## src/rtl/serial_adder_ctrl.sv

```systemverilog
// serial_adder_ctrl: bit-serial add/subtract sequencer.
// Operands are loaded in parallel and then streamed LSB-first through a
// single full-adder bit with a registered carry. One bit is processed per
// cycle, so an operation occupies the datapath for WIDTH cycles.

module serial_adder_ctrl #(
    parameter int WIDTH = 8
) (
    input  logic             clk,
    input  logic             rst_n,
    input  logic             start,
    input  logic             sub,
    input  logic [WIDTH-1:0] a,
    input  logic [WIDTH-1:0] b,
    input  logic             c_in,
    output logic [WIDTH-1:0] sum,
    output logic             c_out,
    output logic             ovf,
    output logic             busy,
    output logic             done
);

    localparam int CNT_W = $clog2(WIDTH);
    localparam logic [CNT_W-1:0] LAST_BIT = CNT_W'(WIDTH - 1);

    typedef enum logic [1:0] {
        IDLE = 2'd0,
        RUN  = 2'd1,
        DONE = 2'd2
    } state_t;

    state_t           state_q, state_d;
    logic [WIDTH-1:0] a_sr_q, a_sr_d;
    logic [WIDTH-1:0] b_sr_q, b_sr_d;
    logic [WIDTH-1:0] sum_q, sum_d;
    logic [CNT_W-1:0] count_q, count_d;
    logic             carry_q, carry_d;
    logic             c_out_q, c_out_d;
    logic             ovf_q, ovf_d;
    logic             bit_sum;
    logic             bit_carry;

    // Next-state logic: operand load in IDLE, one full-adder step per RUN cycle,
    // and capture of carry-out/overflow on the final bit.
    always_comb begin
        state_d   = state_q;
        a_sr_d    = a_sr_q;
        b_sr_d    = b_sr_q;
        sum_d     = sum_q;
        count_d   = count_q;
        carry_d   = carry_q;
        c_out_d   = c_out_q;
        ovf_d     = ovf_q;
        bit_sum   = a_sr_q[0] ^ b_sr_q[0] ^ carry_q;
        bit_carry = (a_sr_q[0] & b_sr_q[0]) | ((a_sr_q[0] ^ b_sr_q[0]) & carry_q);

        case (state_q)
            IDLE: begin
                if (start) begin
                    // Subtraction is a + ~b + 1, so invert B and force the carry-in.
                    a_sr_d  = a;
                    b_sr_d  = sub ? ~b : b;
                    carry_d = sub ? 1'b1 : c_in;
                    count_d = '0;
                    sum_d   = '0;
                    state_d = RUN;
                end
            end
            RUN: begin
                sum_d   = {bit_sum, sum_q[WIDTH-1:1]};
                a_sr_d  = {1'b0, a_sr_q[WIDTH-1:1]};
                b_sr_d  = {1'b0, b_sr_q[WIDTH-1:1]};
                carry_d = bit_carry;
                if (count_q == LAST_BIT) begin
                    // carry_q here is the carry into the MSB; bit_carry is the carry out.
                    c_out_d = bit_carry;
                    ovf_d   = carry_q ^ bit_carry;
                    state_d = DONE;
                end else begin
                    count_d = count_q + CNT_W'(1);
                end
            end
            DONE: begin
                state_d = IDLE;
            end
            default: begin
                state_d = IDLE;
            end
        endcase
    end

    // State and datapath registers; reset clears everything, aborting any operation.
    always_ff @(posedge clk or negedge rst_n) begin
        if (!rst_n) begin
            state_q <= IDLE;
            a_sr_q  <= '0;
            b_sr_q  <= '0;
            sum_q   <= '0;
            count_q <= '0;
            carry_q <= 1'b0;
            c_out_q <= 1'b0;
            ovf_q   <= 1'b0;
        end else begin
            state_q <= state_d;
            a_sr_q  <= a_sr_d;
            b_sr_q  <= b_sr_d;
            sum_q   <= sum_d;
            count_q <= count_d;
            carry_q <= carry_d;
            c_out_q <= c_out_d;
            ovf_q   <= ovf_d;
        end
    end

    assign sum   = sum_q;
    assign c_out = c_out_q;
    assign ovf   = ovf_q;
    assign busy  = (state_q == RUN);
    assign done  = (state_q == DONE);

endmodule

```

## config.mk

```make
export PLATFORM = sky130hd
export DESIGN_NAME = serial_adder_ctrl
export DESIGN_NICKNAME = d
export VERILOG_FILES = /design/src/rtl/serial_adder_ctrl.sv
export SDC_FILE = /design/constraint.sdc
export NUM_CORES = 1
export LEC_CHECK = 0
export ABC_CLOCK_PERIOD_IN_PS = 2100
export CAP_MARGIN = 0
export CORE_MARGIN = 2
export CORE_UTILIZATION = 39
export CTS_CLUSTER_DIAMETER = 120
export DETAILED_ROUTE_END_ITERATION = 8
export GPL_TIMING_DRIVEN = 1
export HOLD_SLACK_MARGIN = 0.02
export PLACE_DENSITY = 0.75
export SYNTH_ARGS = -nofsm -noshare
export SYNTH_HDL_FRONTEND = slang
export SYNTH_SLANG_ARGS = --single-unit
```

## constraint.sdc

```tcl
create_clock -name clk -period 2.1 [get_ports clk]
set_input_delay 0.21 -clock clk [delete_from_list [all_inputs] [get_ports clk]]
set_output_delay 0.21 -clock clk [all_outputs]
set_load 0.02 [all_outputs]
```

==> results.md <==
* Area grow syn2layout at 29.6%
* Initial antenna violation count at 0
* Clock Latency Late Sink at 0.29 ns
* Avg WL per Cell at 13.3 um
* IO buf count at 32
* Vias per inst at approximately 5
* Most common cell in the netlist: dfrtp_1
* Die H at 66.7 um
* CTS Sinks at 32
* Vias in the first global route at between 1000 and 1500
* Fmax at between 500 and 600 MHz
* Max VDD drop at around 0.00042 V
* Final WL at ~3100 um
* Post-CTS setup buffers at 0
* Synth top cells by count: 32 x dfrtp_1, 24 x nand2_1, 17 x nor2_1
* Largest net degree at the start of global routing at 33
* Status: finished, final reports clean
* Maxcap violations at 0
* Number of synthesized flops with an enable pin at 0
* # diodes at 0
* CTS Hold Bufs at 0
* GRT Overall Usage at 0.167
* Final Setup Violations at 0
* Crit path required time at between 1.5 and 2 ns
* Yosys reg bits at 32
* H-tree Lvls at 2
* Register area at 801 um^2
* Share of cells above drive strength 1 at 0.0806
* Top_reg_cell synth: dfrtp_1
* Sequential share of the synthesized area at 0.522
* Fin Hold WS at slightly above 0.3 ns
* DRT Pass-1 Iters at 4
* Die Wd at 66.7 um
* Relative slew slack at 0.638
* Core area at 3720 um^2
* Worst Tran Pin Value at 0.542 ns
* Hold Path Class: input port to async pin
* Startpoint types: flop
* Area leader, netlist: dfrtp_1
* Synth cell types at 27
* First-pass GRT wire length at 5360 um
* Setup Skew at 0.00869 ns
* Setup TNS at 0 ns
* Die area at roughly 4500 um^2
* Net Count, Synth at 176
* Synth Instances at 152
* Synth top area share at 0.522
* Yosys warning total at 0
* Clock Tree Root: clkbuf_8
* Fillers at ~330
* Vias at 1184
* DRC viols at 0
* Min Tclk post-route at between 1.5 and 2 ns
* Initial Util at 0.413
* DPL Wire Length at 2250 um
* Max Transition Viols Final at 0
* Top post-synthesis cells by area: dfrtp_1 52%, a22o_1 6.8%, nand2_1 5.9%, xor2_1 4.6%, nor2_1 4.2%
* Iteration-0 DRC Markers at ~110
* Synthesized area per cell at 10.1 um^2
* Ys async rst share at 1.00
* GRT overflow at 0
* WP data arrival at 1.77 ns
* CTS tree: done
* Syn Std Cell Area at between 1500 and 2000 um^2
* Multi-input gate area at roughly 630 um^2
* Fin nets at around 210
* Power per cell area at roughly 1500 nW/um^2
* Num CTS Buffers at 5
* Worst Setup End Kind: primary output
* CP max FO at 17
* RSZ-0062 raised after global routing: false
* Period utilization at 0.945
* Site Rows at 22
* Antenna-violating nets left at 0
* Static Leak at 0.884 nW
* Crit path kind: flop to primary output
* GPL Wtd Cong at between 0.7 and 0.8
* CTS clk-pin slew, worst paths at 0.07 ns
* Io pins at 33
* Post-CTS Resized at 0
* Fin. Hold Viols at 0
* Clk buf depth at 2
## layout by cell type, fill, tap and decap left out, drive strengths merged, types with 3 or more instances in the layout
| master | instances |
|---|---|
| dfrtp | 32 |
| nand2 | 24 |
| clkdlybuf4s50 | 32 |
| a22o | 12 |
| a31oi | 7 |
| inv | 6 |
| xor2 | 8 |
| clkbuf | 5 |
| buf | 4 |
| nor2b | 3 |
| o21ai | 18 |
| nor2 | 18 |
## cells by family (layout without fill, tap and decap cells)
logic type,count (synthesis),in the layout,share of synthesized area
compound gates,41,41,0.174
xor+xnor,9,9,0.0513
simple gates,49,49,0.139
fa+ha+maj,3,3,0.0293
buf+inv,16,50,0.0701
flops,32,32,0.522
mux,2,2,0.0139
## sequential cells by signal (all words and copies together), names as in the netlist
name	count
a_sr_q	8
state_q	2
c_out	1
carry_q	1
sum	8
b_sr_q	8
count_q	3
ovf	1
## where the power goes
group          switching (mW)  internal, mW  total [mW]
Clock                   0.234         0.351       0.584
Sequential              0.199         0.905        1.10
Combinational           0.691         0.613        1.30
## area by class of cell
type,instances,area share
clock buffers,5,0.0346
clock inverters,3,0.0214
inverters,6,0.0138
multi-input cells,104,0.315
flip-flops and latches,32,0.403
well taps,48,0.0302
repair buffers,36,0.182
## metal layers
| metal | routed length (um) | global-route usage | vias up |
|---|---|---|---|
| met4 | 92 | 0.0842 | 0 |
| met5 | 0 | 0 | - |
| li1 | - | - | 579 |
| met2 | 1480 | 0.248 | 37 |
| met3 | 181 | 0.0524 | 8 |
| met1 | 1370 | 0.218 | 560 |
## worst paths after layout
kind	slack, ns	to	from	cells past startpoint
worst max register to register	0.63	count_q[0]	count_q[0]	5
min in group clk	0.49	a_sr_q[4]	a[4]	3
worst min-delay path	0.31	state_q[0]	rst_n	2
worst min register to register	0.49	c_out	c_out	2
max in group asynchronous	1.50	a_sr_q[3]	rst_n	2
worst max-delay path	0.12	busy	state_q[1]	3
## per-stage QoR
step / area [um^2] / setup slack, ns / utilization / power, mW / instances
global route: 1990 / 0.0275 / 0.535 / 3.24 / 234
global placement: 1880 / 0.456 / 0.505 / 2.33 / 226
CTS: 1990 / 0.107 / 0.535 / 3.02 / 234
detailed placement: 1880 / 0.422 / 0.505 / 2.43 / 226
floorplan: 1540 / 0.756 / - / 2.03 / 152
finish: 1990 / 0.116 / 0.535 / 2.99 / 234
## critical path, stage by stage, from the launching register on
cell             delay (ns)
dfrtp_1                0.45
nand2b_1               0.24
inv_6                  0.17
clkdlybuf4s50_1        0.62
Power figures use the tool's default switching activity.
